`config.mk`:
```
export PLATFORM = sky130hd
export DESIGN_NAME = issue_scoreboard_mp_flat
export DESIGN_NICKNAME = d
export VERILOG_FILES = /design/src/rtl/issue_scoreboard_mp_if.sv /design/src/rtl/issue_scoreboard_mp.sv /design/src/flat_wrapper.sv
export SDC_FILE = /design/constraint.sdc
export NUM_CORES = 1
export LEC_CHECK = 0
export BUFFER_PORTS_ARGS = -buffer_cell sky130_fd_sc_hd__buf_2
export CELL_PAD_IN_SITES_DETAIL_PLACEMENT = 0
export CELL_PAD_IN_SITES_GLOBAL_PLACEMENT = 1
export CORE_UTILIZATION = 25
export CTS_BUF_LIST = sky130_fd_sc_hd__clkbuf_16
export DETAILED_ROUTE_END_ITERATION = 7
export GPL_ROUTABILITY_DRIVEN = 0
export GPL_TIMING_DRIVEN = 0
export PLACE_DENSITY_LB_ADDON = 0.3
export SLEW_MARGIN = 25
export SYNTH_ARGS = -nofsm -noshare
export SYNTH_HDL_FRONTEND = slang
export SYNTH_SLANG_ARGS = --single-unit
```
`constraint.sdc`:
```
create_clock -name clk -period 4.1 [get_ports clk]
set_input_delay 0.615 -clock clk [delete_from_list [all_inputs] [get_ports clk]]
set_output_delay 0.615 -clock clk [all_outputs]
set_load 0.01 [all_outputs]
```
`src/rtl/issue_scoreboard_mp_if.sv`:
```
// Issue-scoreboard bus: IQ head fields, write-back and completion inputs,
// and the issue/stall/launch outputs.
// The master side drives the head and write-back signals; the slave side is the scoreboard.
interface issue_scoreboard_mp_if #(
  parameter int NUM_REGS  = 32,
  parameter int REG_WIDTH = 5,
  parameter int NUM_PIPES = 4
) ();
  logic                 flush;
  logic                 head_valid;
  logic [NUM_PIPES-1:0] head_pipe;
  logic                 head_reg_write;
  logic [REG_WIDTH-1:0] head_rd;
  logic [REG_WIDTH-1:0] head_rs1;
  logic [REG_WIDTH-1:0] head_rs2;
  logic                 wb_en;
  logic [REG_WIDTH-1:0] wb_rd;
  logic [NUM_PIPES-1:0] var_done;
  logic                 issue;
  logic [NUM_PIPES-1:0] issue_pipe;
  logic [NUM_REGS-1:0]  busy_regs;
  logic                 stall_sb;
  logic                 stall_wb;
  logic                 stall_var;

  modport master (
    output flush, head_valid, head_pipe, head_reg_write, head_rd, head_rs1, head_rs2,
           wb_en, wb_rd, var_done,
    input  issue, issue_pipe, busy_regs, stall_sb, stall_wb, stall_var
  );

  modport slave (
    input  flush, head_valid, head_pipe, head_reg_write, head_rd, head_rs1, head_rs2,
           wb_en, wb_rd, var_done,
    output issue, issue_pipe, busy_regs, stall_sb, stall_wb, stall_var
  );
endinterface

```
`src/rtl/issue_scoreboard_mp.sv`:
```
// Issue-gating scoreboard at the IQ head. Tracks pending destination GPRs,
// reserves the single write-back port for fixed-latency pipes, caps outstanding
// ops on variable-latency pipes, and remembers the most recent marked rd values
// so a flush can release them.
module issue_scoreboard_mp #(
  parameter int                     NUM_REGS        = 32,
  parameter int                     REG_WIDTH       = 5,
  parameter int                     NUM_PIPES       = 4,
  parameter int                     MAX_LATENCY     = 8,
  parameter logic [8*NUM_PIPES-1:0] PIPE_LATENCY    = {8'd3, 8'd2, 8'd2, 8'd1},
  parameter logic [NUM_PIPES-1:0]   VAR_PIPE_MASK   = 4'b1000,
  parameter int                     MAX_OUTSTANDING = 1,
  parameter int                     FLUSH_DEPTH     = 2
) (
  input logic                  clk,
  input logic                  rst,
  issue_scoreboard_mp_if.slave sb
);

  localparam int CNT_W = 4;

  // Checks that every fixed pipe latency fits the reservation vector.
  function automatic bit latencies_ok();
    bit ok;
    ok = 1'b1;
    for (int p = 0; p < NUM_PIPES; p++) begin
      if (!VAR_PIPE_MASK[p]) begin
        if ((PIPE_LATENCY[p*8 +: 8] == 8'd0) || (int'(PIPE_LATENCY[p*8 +: 8]) > MAX_LATENCY)) begin
          ok = 1'b0;
        end
      end
    end
    return ok;
  endfunction

  if (!latencies_ok()) begin : g_bad_latency
    $error("issue_scoreboard_mp: fixed pipe latency must be 1..MAX_LATENCY");
  end
  if (REG_WIDTH != $clog2(NUM_REGS)) begin : g_bad_reg_width
    $error("issue_scoreboard_mp: REG_WIDTH must equal clog2(NUM_REGS)");
  end
  if ((MAX_OUTSTANDING < 1) || (MAX_OUTSTANDING > 15)) begin : g_bad_outstanding
    $error("issue_scoreboard_mp: MAX_OUTSTANDING must be 1..15");
  end
  if (FLUSH_DEPTH < 1) begin : g_bad_flush_depth
    $error("issue_scoreboard_mp: FLUSH_DEPTH must be at least 1");
  end

  logic [NUM_REGS-1:0]    busy_r;
  logic [NUM_REGS-1:0]    busy_next_s;
  logic [NUM_REGS-1:0]    set_s;
  logic [NUM_REGS-1:0]    clr_s;
  logic [MAX_LATENCY-1:0] resv_r;
  logic [MAX_LATENCY-1:0] resv_next_s;
  logic [MAX_LATENCY-1:0] resv_claim_s;
  logic [CNT_W-1:0]       cnt_r      [NUM_PIPES];
  logic [CNT_W-1:0]       cnt_next_s [NUM_PIPES];
  logic [NUM_PIPES-1:0]   cnt_inc_s;
  logic [NUM_PIPES-1:0]   cnt_dec_s;
  logic [FLUSH_DEPTH-1:0] hist_vld_r;
  logic [REG_WIDTH-1:0]   hist_rd_r  [FLUSH_DEPTH];
  logic [NUM_PIPES-1:0]   issue_pipe_r;
  logic [7:0]             head_lat_s;
  logic                   head_nop_s;
  logic                   head_fixed_s;
  logic                   stall_sb_s;
  logic                   stall_wb_s;
  logic                   stall_var_s;
  logic                   issue_s;
  logic                   mark_s;

  // Decode the head pipe: NOP/fixed class, fixed latency, and the outstanding cap.
  always_comb begin
    head_nop_s   = (sb.head_pipe == {NUM_PIPES{1'b0}});
    head_fixed_s = |(sb.head_pipe & ~VAR_PIPE_MASK);
    head_lat_s   = 8'd0;
    stall_var_s  = 1'b0;
    for (int p = 0; p < NUM_PIPES; p++) begin
      head_lat_s  = head_lat_s |
                    ({8{sb.head_pipe[p] & ~VAR_PIPE_MASK[p]}} & PIPE_LATENCY[p*8 +: 8]);
      stall_var_s = stall_var_s |
                    (sb.head_pipe[p] & VAR_PIPE_MASK[p] & (cnt_r[p] == CNT_W'(MAX_OUTSTANDING)));
    end
  end

  // Write-back port conflict: the slot the head would write in is already claimed.
  always_comb begin
    stall_wb_s = 1'b0;
    for (int i = 0; i < MAX_LATENCY; i++) begin
      stall_wb_s = stall_wb_s | (head_fixed_s & resv_r[i] & (head_lat_s == 8'(i + 1)));
    end
  end

  // Source/destination hazard against pending registers; x0 is never busy.
  always_comb begin
    stall_sb_s = 1'b0;
    for (int r = 1; r < NUM_REGS; r++) begin
      stall_sb_s = stall_sb_s | (busy_r[r] & ((sb.head_rd  == REG_WIDTH'(r)) |
                                              (sb.head_rs1 == REG_WIDTH'(r)) |
                                              (sb.head_rs2 == REG_WIDTH'(r))));
    end
  end

  assign issue_s = sb.head_valid & ~sb.flush & ~stall_sb_s & ~stall_wb_s & ~stall_var_s;
  assign mark_s  = issue_s & sb.head_reg_write & ~head_nop_s &
                   (sb.head_rd != {REG_WIDTH{1'b0}});

  // Busy-register set/clear vectors; a flush also releases every history entry.
  always_comb begin
    set_s = {NUM_REGS{1'b0}};
    clr_s = {NUM_REGS{1'b0}};
    for (int r = 1; r < NUM_REGS; r++) begin
      set_s[r] = mark_s & (sb.head_rd == REG_WIDTH'(r));
      clr_s[r] = sb.wb_en & (sb.wb_rd == REG_WIDTH'(r));
      for (int d = 0; d < FLUSH_DEPTH; d++) begin
        clr_s[r] = clr_s[r] | (sb.flush & hist_vld_r[d] & (hist_rd_r[d] == REG_WIDTH'(r)));
      end
    end
    busy_next_s = (busy_r & ~clr_s) | set_s;
  end

  // Reservation vector: age by one slot; a fixed issue with L>=2 claims slot L-2.
  always_comb begin
    resv_claim_s = {MAX_LATENCY{1'b0}};
    for (int i = 0; i < MAX_LATENCY - 1; i++) begin
      resv_claim_s[i] = issue_s & head_fixed_s & (head_lat_s == 8'(i + 2));
    end
    if (sb.flush) begin
      resv_next_s = {MAX_LATENCY{1'b0}};
    end else begin
      resv_next_s = (resv_r >> 1) | resv_claim_s;
    end
  end

  assign cnt_inc_s = {NUM_PIPES{issue_s}} & sb.head_pipe & VAR_PIPE_MASK;
  assign cnt_dec_s = sb.var_done & VAR_PIPE_MASK;

  // Outstanding counters: issue and completion in one cycle cancel; never below zero.
  always_comb begin
    for (int p = 0; p < NUM_PIPES; p++) begin
      if (sb.flush) begin
        cnt_next_s[p] = {CNT_W{1'b0}};
      end else if (cnt_inc_s[p] && cnt_dec_s[p]) begin
        cnt_next_s[p] = cnt_r[p];
      end else if (cnt_inc_s[p]) begin
        cnt_next_s[p] = cnt_r[p] + 4'd1;
      end else if (cnt_dec_s[p] && (cnt_r[p] != {CNT_W{1'b0}})) begin
        cnt_next_s[p] = cnt_r[p] - 4'd1;
      end else begin
        cnt_next_s[p] = cnt_r[p];
      end
    end
  end

  // Scoreboard, reservation, counter and launch registers.
  always_ff @(posedge clk) begin
    if (rst) begin
      busy_r       <= {NUM_REGS{1'b0}};
      resv_r       <= {MAX_LATENCY{1'b0}};
      issue_pipe_r <= {NUM_PIPES{1'b0}};
      for (int p = 0; p < NUM_PIPES; p++) begin
        cnt_r[p] <= {CNT_W{1'b0}};
      end
    end else begin
      busy_r       <= busy_next_s;
      resv_r       <= resv_next_s;
      issue_pipe_r <= sb.head_pipe & {NUM_PIPES{issue_s}};
      for (int p = 0; p < NUM_PIPES; p++) begin
        cnt_r[p] <= cnt_next_s[p];
      end
    end
  end

  // Flush-recovery history: newest marked rd in entry 0, older entries shift up.
  always_ff @(posedge clk) begin
    if (rst) begin
      hist_vld_r <= {FLUSH_DEPTH{1'b0}};
      for (int d = 0; d < FLUSH_DEPTH; d++) begin
        hist_rd_r[d] <= {REG_WIDTH{1'b0}};
      end
    end else if (sb.flush) begin
      hist_vld_r <= {FLUSH_DEPTH{1'b0}};
    end else if (mark_s) begin
      for (int d = FLUSH_DEPTH - 1; d > 0; d--) begin
        hist_vld_r[d] <= hist_vld_r[d-1];
        hist_rd_r[d]  <= hist_rd_r[d-1];
      end
      hist_vld_r[0] <= 1'b1;
      hist_rd_r[0]  <= sb.head_rd;
    end else begin
      hist_vld_r <= hist_vld_r;
    end
  end

  assign sb.issue      = issue_s;
  assign sb.issue_pipe = issue_pipe_r;
  assign sb.busy_regs  = busy_r;
  assign sb.stall_sb   = stall_sb_s;
  assign sb.stall_wb   = stall_wb_s;
  assign sb.stall_var  = stall_var_s;

endmodule

```
`src/flat_wrapper.sv`:
```
// flat-port wrapper written by rule: the top's interface ports become plain ports
module issue_scoreboard_mp_flat 
#(
  parameter int                     NUM_REGS        = 32,
  parameter int                     REG_WIDTH       = 5,
  parameter int                     NUM_PIPES       = 4,
  parameter int                     MAX_LATENCY     = 8,
  parameter logic [8*NUM_PIPES-1:0] PIPE_LATENCY    = {8'd3, 8'd2, 8'd2, 8'd1},
  parameter logic [NUM_PIPES-1:0]   VAR_PIPE_MASK   = 4'b1000,
  parameter int                     MAX_OUTSTANDING = 1,
  parameter int                     FLUSH_DEPTH     = 2
)
  (clk, rst, sb_flush, sb_head_valid, sb_head_pipe, sb_head_reg_write, sb_head_rd, sb_head_rs1, sb_head_rs2, sb_wb_en, sb_wb_rd, sb_var_done, sb_issue, sb_issue_pipe, sb_busy_regs, sb_stall_sb, sb_stall_wb, sb_stall_var);
  issue_scoreboard_mp_if #(.NUM_REGS(NUM_REGS), .REG_WIDTH(REG_WIDTH), .NUM_PIPES(NUM_PIPES)) sb_i ();
  input logic clk;
  input logic rst;
  input wire logic [$bits(sb_i.flush)-1:0] sb_flush;
  input wire logic [$bits(sb_i.head_valid)-1:0] sb_head_valid;
  input wire logic [$bits(sb_i.head_pipe)-1:0] sb_head_pipe;
  input wire logic [$bits(sb_i.head_reg_write)-1:0] sb_head_reg_write;
  input wire logic [$bits(sb_i.head_rd)-1:0] sb_head_rd;
  input wire logic [$bits(sb_i.head_rs1)-1:0] sb_head_rs1;
  input wire logic [$bits(sb_i.head_rs2)-1:0] sb_head_rs2;
  input wire logic [$bits(sb_i.wb_en)-1:0] sb_wb_en;
  input wire logic [$bits(sb_i.wb_rd)-1:0] sb_wb_rd;
  input wire logic [$bits(sb_i.var_done)-1:0] sb_var_done;
  output wire logic [$bits(sb_i.issue)-1:0] sb_issue;
  output wire logic [$bits(sb_i.issue_pipe)-1:0] sb_issue_pipe;
  output wire logic [$bits(sb_i.busy_regs)-1:0] sb_busy_regs;
  output wire logic [$bits(sb_i.stall_sb)-1:0] sb_stall_sb;
  output wire logic [$bits(sb_i.stall_wb)-1:0] sb_stall_wb;
  output wire logic [$bits(sb_i.stall_var)-1:0] sb_stall_var;
  assign sb_i.flush = sb_flush;
  assign sb_i.head_valid = sb_head_valid;
  assign sb_i.head_pipe = sb_head_pipe;
  assign sb_i.head_reg_write = sb_head_reg_write;
  assign sb_i.head_rd = sb_head_rd;
  assign sb_i.head_rs1 = sb_head_rs1;
  assign sb_i.head_rs2 = sb_head_rs2;
  assign sb_i.wb_en = sb_wb_en;
  assign sb_i.wb_rd = sb_wb_rd;
  assign sb_i.var_done = sb_var_done;
  assign sb_issue = sb_i.issue;
  assign sb_issue_pipe = sb_i.issue_pipe;
  assign sb_busy_regs = sb_i.busy_regs;
  assign sb_stall_sb = sb_i.stall_sb;
  assign sb_stall_wb = sb_i.stall_wb;
  assign sb_stall_var = sb_i.stall_var;
  issue_scoreboard_mp #(.NUM_REGS(NUM_REGS), .REG_WIDTH(REG_WIDTH), .NUM_PIPES(NUM_PIPES), .MAX_LATENCY(MAX_LATENCY), .PIPE_LATENCY(PIPE_LATENCY), .VAR_PIPE_MASK(VAR_PIPE_MASK), .MAX_OUTSTANDING(MAX_OUTSTANDING), .FLUSH_DEPTH(FLUSH_DEPTH)) u_core (.clk(clk), .rst(rst), .sb(sb_i));
endmodule
```
# Word-level counts from Yosys, hierarchy flattened
# Memories as Yosys holds them, arrays and structs flattened.
# Index checks and enable logic that the tools add are counted.
# W data, S select, Z words.
dict set report word_totals {
  register_bits 46
  ramBits 26
  in_bits 34
  wordCells 600
  mem_count 2
}
dict set report classes {
  add_sub_neg 2
  n_eq_ne 196
  mux 20
  bitwise 368
  reduce_logical 8
}
# memory depth word_bits rd rd_clocked_by_memory_dff wr line_no
set memory_table {}
lappend memory_table {u_core.cnt_r 4 4 1 0 4 issue_scoreboard_mp.sv:56} ;# logic [CNT_W-1:0] cnt_r [NUM_PIPES];
lappend memory_table {u_core.hist_rd_r 2 5 2 0 2 issue_scoreboard_mp.sv:61} ;# logic [REG_WIDTH-1:0] hist_rd_r [FLUSH_DEPTH];
# cell n
set ops {}
lappend ops {{$eq A5 B5 Y1 const B} 96}
lappend ops {{$eq A5 B4 Y1 const B} 48}
lappend ops {{$and A1 B1 Y1} 189}
lappend ops {{$or A1 B1 Y1} 167}
lappend ops {{$eq A5 B3 Y1 const B} 24}
lappend ops {{$eq A5 B2 Y1 const B} 12}
lappend ops {{$mux W4} 11}
lappend ops {{$and A32 B32 Y32} 1}
lappend ops {{$eq A8 B3 Y1 const B} 4}
lappend ops {{$not A32 Y32} 1}
lappend ops {{$or A32 B32 Y32} 1}
lappend ops {{$eq A5 B1 Y1 const B} 6}
lappend ops {{$eq A8 B2 Y1 const B} 2}
lappend ops {{$mux W5} 2}
lappend ops {{$eq A8 B1 Y1 const B} 1}
lappend ops {{$eq A8 B4 Y1 const B} 1}
lappend ops {{$or A8 B2 Y8} 1}
lappend ops {{$mux W1} 7}
lappend ops {{$or A7 B7 Y7} 1}
lappend ops {{$not A1 Y1} 5}
lappend ops {{$reduce_bool A5 Y1} 1}
lappend ops {{$add A4 B1 Y4 const B} 1}
lappend ops {{$and A4 B4 Y4} 1}
lappend ops {{$eq A4 B1 Y1 const B} 1}
lappend ops {{other kinds (9)} 10}

# Depth between registers and ports, before layout
# Gate-level depths: netlist of run 1.
dict set report depth {
  depth_word 46
  depth_mapped 12
  ltp_nobuf 9
}

# Worst setup path after synthesis of run 1
# OpenSTA, ideal clock, no wires.
dict set report synth_timing {
  path_type {input-to-reg}
  start {in sb_head_rd[0]}
  end {mem u_core.hist_rd_r[0][0] (enable)}
  arrival_ps 2779
  t_required_ps 3785
  slack_ps 1006
  stages 9
  path_buffers 1
  path_cell_list {buf_2 -> mux2i_1 -> nor4bb_1 -> a311o_1 -> or4_4 -> nor4_4 -> nand3_1 -> nor2_1 -> or2_2}
}
# item line_no
set synth_rtl {}
lappend synth_rtl {{start: declaration} flat_wrapper.sv:21} ;# input wire logic [$bits(sb_i.head_rd)-1:0] sb_head_rd;
lappend synth_rtl {{end: declaration} issue_scoreboard_mp.sv:61}

# Worst setup path after layout of run 1
dict set report layout_timing {
  start {in sb_head_rd[4]}
  end {out sb_issue}
}
dict set report layout_between {
  elab_chain_cells 38
  word_cells_on_any_way 158
}
# item line_no
set layout_lines {}
lappend layout_lines {{$eq A5 B1 Y1 or $eq A5 B2 Y1 (tied branches)} issue_scoreboard_mp.sv:98} ;# stall_sb_s = stall_sb_s | (busy_r[r] & ((sb.head_rd == REG_WIDTH'(r)) |
lappend layout_lines {{$or A1 B1 Y1} issue_scoreboard_mp.sv:98}
lappend layout_lines {{$or A1 B1 Y1} issue_scoreboard_mp.sv:99} ;# (sb.head_rs1 == REG_WIDTH'(r)) |
lappend layout_lines {{$and A1 B1 Y1} issue_scoreboard_mp.sv:98}
lappend layout_lines {{$or A1 B1 Y1 (29 in a row)} issue_scoreboard_mp.sv:98}
lappend layout_lines {{$or A1 B1 Y1 (*)} issue_scoreboard_mp.sv:98}
lappend layout_lines {{$not A1 Y1 (*)} issue_scoreboard_mp.sv:104} ;# assign issue_s = sb.head_valid & ~sb.flush & ~stall_sb_s & ~stall_wb_s & ~stall_var_s;
lappend layout_lines {{$and A1 B1 Y1 (*) (3 in a row)} issue_scoreboard_mp.sv:104}
lappend layout_lines {{end: declaration} flat_wrapper.sv:27} ;# output wire logic [$bits(sb_i.issue)-1:0] sb_issue;
# Every way passes the cells marked *; elsewhere a longest branch is shown, timed or not.

==> impl_metrics.json, run 1 <==
{
  "status": "completed",
  "layout.nets": 629,
  "areaGrowthSynthToFinish_pct": 17.9,
  "synth_nets": 560,
  "cts_resized": 0,
  "postSynthCellCount": 522,
  "reg2reg_setup_slack_ns": 0.81,
  "dieArea_um2": 17400,
  "rsz0062_at_grt": "no",
  "slew_headroom_pct": 46.7,
  "worst_pin_slew_ns": 0.799,
  "vias": 4747,
  "multi_input_area_um2": 2800,
  "totalWireLength_um": 18200,
  "start_util_pct": 25.5,
  "cts_buffer_depth": 2,
  "synth_area_um2": 4220,
  "antenna_found_initial": 0,
  "synthArstFlopShare_pct": 0,
  "worstSetupStartpoint": "sb_head_rd[4]",
  "clock_skew_ns": 0.00360,
  "clk_pin_slew_ns": 0.07,
  "report.final.slew_viol_count": 0,
  "maxCapViolations": 0,
  "ir_drop_mv": 0.159,
  "rows": 47,
  "ant_nets": 0,
  "grt_max_degree": 19,
  "clockRootBuffer": "clkbuf_16",
  "r2r-start": "u_core.sb.busy_regs[5]",
  "n_fill_cell": 1740,
  "endpoint": "sb_issue",
  "seqCellArea_um2": 1160,
  "worstPathArrival_ns": 3.20,
  "period_share_pct": 93.0,
  "wl_per_cell_um": 22.4,
  "port_buffers": 62,
  "final_common_cell": "buf_2",
  "drtIter0Drc": 525,
  "grt-ovfl-total": 0,
  "reg2reg_to": "u_core.hist_rd_r[0][0]",
  "power_density_nw_per_um2": 248,
  "grt_pass1_wl_um": 27700,
  "final_cell_mix": "buf_2 (68), dfxtp_1 (43), nand2_1 (37), nor2_1 (33), o221ai_1 (31)",
  "hold_buffers": 0,
  "vias_per_cell": 5.85,
  "holdCritStartpoint": "u_core.hist_vld_r[1]",
  "clock_latency_ns": 0.30,
  "cp.required_ns": 3.48,
  "timing_hold_violations_final": 0,
  "ys.flop_type": "dfxtp_1",
  "fp.dieW_um": 132,
  "fmax_mhz": 262,
  "reg2regPathDepth": 8,
  "crit_type": "in2out",
  "power_mw": 1.24,
  "ctsHtreeMaxLevel": 2,
  "start_kind": "input port",
  "yosys_register_bits": 53,
  "grt_pass1_vias": 4501,
  "synth_edf_count": 10,
  "diodes": 0,
  "cts_tree": "done",
  "setup_viol": 0,
  "cp_max_fo": 10,
  "drc": 0,
  "pin_count": 74,
  "synth_cell_type_count": 72,
  "postCtsSetupBuffers": 0,
  "leakage_nw": 1.81,
  "hold_path_class": "reg2reg",
  "clock_sinks": 53,
  "avgSynthCellArea_um2": 8.08,
  "dp_hpwl_um": 13900,
  "die_y_um": 132,
  "finalCriticalPeriod_ns": 3.81,
  "drive_gt1_share_pct": 19.3,
  "core_um2": 16500,
  "cts_made_buffers": 5,
  "setup_tns_ns": 0,
  "ys_warn_count": 0,
  "yosysSeqAreaShare_pct": 27.5,
  "drt_pass1_iterations": 6,
  "endpoint_kind": "output port",
  "grt_usage_pct": 20.9
}
==> state kept, by name, indices dropped and copies added (netlist names) <==
register / count
u_core.hist_vld_r: 2
u_core.sb.busy_regs: 31
u_core.resv_r: 2
u_core.hist_rd_r: 10
u_core.sb.issue_pipe: 4
u_core.cnt_r: 4
==> area by class of cell <==
class                   instances  share of cell area, %
multi-input cells             418                   56.2
clock inverters                 2                  0.403
flip-flops and latches         53                   23.3
clock buffers                   6                   3.02
well taps                     220                   5.53
repair buffers                 62                   6.24
inverters                      12                  0.906
plain buffers                  39                   4.33
==> metal layers <==
metal | vias up | global-route usage [%] | wire (um)
met5 | - | 0 | 0
met2 | 305 | 32.5 | 8030
met1 | 2248 | 27.8 | 7670
met3 | 55 | 4.00 | 1700
met4 | 0 | 9.69 | 823
li1 | 2139 | - | -
==> logic make-up (layout without fill, tap and decap cells) <==
logic type                 after synthesis  count (layout)  synth area share (%)
DFF                                     53              53                  27.5
buffers and inverters                   51             121                  6.17
other                                    1               1                0.0889
adders and majority gates                4               4                  1.19
and+or+nand+nor                        268             268                  39.2
muxes                                   18              18                  4.54
AOI/OAI and AO/OA                      127             127                  21.2
==> per-stage QoR <==
step	worst slack, ns	instance area (um^2)	utilization, %	hold slack, ns	cells
floorplan	1.01	4220	-	0.444	522
global placement	0.212	4800	29.1	0.468	804
detailed placement	0.192	4800	29.1	0.474	804
CTS	0.275	4970	30.1	0.494	812
global route	0.0175	4970	30.1	0.508	812
finish	0.288	4970	30.1	0.495	812
==> how the worst min path moves through the flow <==
| stage | slack, ns | end | cells after the start |
|---|---|---|---|
| after global placement | 0.47 | u_core.hist_vld_r[1] | 2 |
| after CTS | 0.49 | u_core.hist_vld_r[1] | 2 |
| final | 0.50 | u_core.hist_vld_r[1] | 2 |
| after detailed placement | 0.47 | u_core.hist_vld_r[1] | 2 |
| after floorplan | 0.44 | u_core.hist_vld_r[1] | 2 |
| after global routing | 0.51 | u_core.hist_vld_r[1] | 2 |
==> critical path: stages <==
cell      delay (ns)
buf_2           0.11
buf_2           0.20
clkbuf_1        0.39
o21ai_0         0.17
a32oi_1         0.28
o311ai_0        0.32
nor4_4          0.55
nand3_1         0.32
inv_1           0.11
buf_2           0.13
==> power by group <==
part / switching (mW) / internal (mW) / total (mW)
sequential: 0.0120 / 0.540 / 0.552
clock: 0.215 / 0.270 / 0.484
combinational: 0.135 / 0.0638 / 0.198
total: 0.361 / 0.874 / 1.24
==> cells in the mapped netlist (3+ instances only) <==
cell type,number,share of area [%]
a21oi_1,19,2.3
a22o_1,3,0.62
a311oi_1,6,1.2
a32oi_1,4,0.83
and2_1,10,1.5
and3_1,12,1.8
and4b_1,4,0.95
buf_1,6,0.53
buf_2,6,0.71
buf_4,4,0.71
buf_6,4,1.1
clkbuf_1,18,1.6
dfxtp_1,43,20
edfxtp_1,10,7.1
ha_1,4,1.2
inv_1,12,1.1
mux2_2,8,2.1
mux2i_1,9,2.1
nand2_1,37,3.3
nand2b_1,25,3.7
nand3_1,23,2.7
nand3b_1,10,1.8
nand4_1,18,2.7
nand4b_1,11,2.3
nor2_1,33,2.9
nor2b_1,12,1.8
nor3_1,18,2.1
nor3b_1,22,3.9
nor4bb_1,3,0.71
o21ai_0,28,3.3
o21ai_1,8,0.95
o21ai_2,5,1.0
o221ai_1,31,6.4
or2_2,3,0.45
or4_1,4,0.71
or4_4,3,0.80
No activity file was read; power rests on OpenSTA's default activity.
==> inputs of run 2 (changes only) <==
- BUFFER_PORTS_ARGS: -buffer_cell sky130_fd_sc_hd__buf_2 -> default
- DONT_BUFFER_PORTS: default -> 1
==> run 2 against run 1 <==
Non-clock buffer count shrank 62; core utilization shrank 2.0 points; cell area shrank 6.7%; total power shrank 5.7%; highest routed layer unchanged; critical path type unchanged; worst hold slack lost 0.048 ns; clock power shrank 9.5%; first-iteration DRC count shrank 21%; critical path depth shrank 1.
==> impl_metrics.json, run 2 (synthesized netlist as in run 1, its figures left out) <==
{
  "rsz0062_at_grt": "no",
  "hold_buffers": 0,
  "power_mw": 1.16,
  "wl_per_cell_um": 24.5,
  "cp_max_fo": 10,
  "drtIter0Drc": 415,
  "clk_pin_slew_ns": 0.07,
  "stdcell_count": 750,
  "maxCapViolations": 0,
  "reg2regPathDepth": 8,
  "layout.nets": 567,
  "reg2reg_to": "u_core.hist_rd_r[0][0]",
  "combPwrFrac_pct": 14.8,
  "antenna_found_initial": 0,
  "dp_hpwl_um": 14000,
  "final_area_um2": 4640,
  "rows": 47,
  "core_um2": 16500,
  "grt_pass1_wl_um": 27800,
  "ctsHtreeMaxLevel": 2,
  "ir_drop_mv": 0.162,
  "finalCriticalPeriod_ns": 3.74,
  "grt_usage_pct": 21.0,
  "largest_reg_flops": 31,
  "vias": 4513,
  "clock_sinks": 53,
  "die_y_um": 132,
  "cts_made_buffers": 5,
  "cts_buffer_depth": 2,
  "cp.required_ns": 3.48,
  "vias_per_cell": 6.02,
  "cts_resized": 0,
  "power_frac_seq_pct": 47.6,
  "ant_nets": 0,
  "port_buffers": 0,
  "start_kind": "input port",
  "report.final.slew_viol_count": 0,
  "clock_skew_ns": 0.00715,
  "drive_gt1_share_pct": 9.81,
  "slew_headroom_pct": 50.4,
  "holdCritStartpoint": "sb_head_pipe[1]",
  "whs_path_depth": 1,
  "diodes": 0,
  "final_common_cell": "dfxtp_1",
  "final_cell_mix": "dfxtp_1 (43), nand2_1 (37), nor2_1 (33), o221ai_1 (31), o21ai_0 (28)",
  "grt_max_degree": 18,
  "cpPeakStageDelay_ns": 0.55,
  "worstPathArrival_ns": 3.13,
  "dieArea_um2": 17400,
  "cts_tree": "done",
  "drc": 0,
  "fmax_mhz": 267,
  "clockRootBuffer": "clkbuf_16",
  "worst_pin_slew_ns": 0.744,
  "power_frac_clock_pct": 37.6,
  "dpl_cell_area_um2": 4490,
  "dp.cells": 742,
  "p_int_mw": 0.823,
  "areaGrowthSynthToFinish_pct": 9.97,
  "cp_slowest_cell": "nor4_4",
  "power_density_nw_per_um2": 251,
  "period_share_pct": 91.3,
  "grt-ovfl-total": 0,
  "endpoint_kind": "output port",
  "status": "completed",
  "setup_viol": 0,
  "p_sw_mw": 0.341,
  "totalWireLength_um": 18400,
  "drt_pass1_iterations": 5,
  "hold_path_class": "in2reg",
  "fp.dieW_um": 132,
  "switching_share_pct": 29.3,
  "setup_tns_ns": 0,
  "worstPathCellList": "buf_2 > clkbuf_1 > nand2b_1 > o32ai_1 > nand2_1 > o311ai_0 > nor4_4 > nand3_1 > inv_1",
  "postCtsSetupBuffers": 0,
  "r2r-start": "u_core.sb.busy_regs[16]",
  "crit_type": "in2out",
  "reg2reg_setup_slack_ns": 0.73,
  "start_util_pct": 25.5,
  "grt_pass1_vias": 4463,
  "clock_latency_ns": 0.30,
  "timing_hold_violations_final": 0,
  "hold_path_end": "u_core.sb.issue_pipe[1]",
  "leakage_nw": 1.49,
  "pin_count": 74
}
==> run 2: cell types whose count changed in the layout (fill, tap and decap cells not counted), sizes merged <==
| cell | before | now |
|---|---|---|
| buf | 83 | 21 |
| inv | 13 | 14 |
| clkbuf | 24 | 23 |
==> run 2: worst max-delay path, delay by kind of cell <==
kind	cells	cell delay [ns]
and+or+nand+nor	4	1.48
buffers and inverters	3	0.61
AOI/OAI and AO/OA	2	0.41
==> run 2: final cells by class <==
type | instances | area [um^2]
Clock buffer | 5 | 125
Sequential cell | 53 | 1160
Multi-Input combinational cell | 418 | 2800
Clock inverter | 3 | 20.0
Buffer | 39 | 215
Tap cell | 220 | 275
Inverter | 12 | 45.0
Fill cell | 1789 | 11900
==> run 2: layer usage <==
layer	up-vias	GRT usage (%)	part of all wire [%]
li1	2013	-	-
met2	266	34.1	46
met1	2183	26.5	41
met4	0	10.3	4.4
met3	51	4.08	8.7
met5	-	0	0
==> run 2: metrics by stage <==
stage / hold WS (ns) / util, % / worst slack (ns)
after floorplan: 0.444 / - / 1.01
final: 0.447 / 28.1 / 0.356
after CTS: 0.445 / 28.1 / 0.332
after detailed placement: 0.471 / 27.2 / 0.214
after global routing: 0.448 / 28.1 / 0.0538
after global placement: 0.466 / 27.2 / 0.178
==> run 2: worst max-delay path by stage <==
stage,from,to,slack (ns),depth (start not counted)
final,sb_head_rd[0],sb_issue,0.36,9
after global routing,sb_head_rd[0],sb_issue,0.05,9
after CTS,sb_head_rd[0],sb_issue,0.33,9
after detailed placement,sb_head_rd[0],u_core.hist_rd_r[0][6],0.21,10
after global placement,sb_head_rd[0],u_core.hist_rd_r[0][7],0.18,10
after floorplan,sb_head_rd[0],u_core.hist_rd_r[0][0],1.01,9
==> run 2: power by group through the flow <==
stage | registers [mW] | logic (mW) | clock network [mW]
floorplan | 0.561 | 0.123 | 0
global placement | 0.566 | 0.168 | 0
detailed placement | 0.567 | 0.169 | 0
CTS | 0.554 | 0.170 | 0.449
global route | 0.556 | 0.185 | 0.468
finish | 0.554 | 0.172 | 0.438
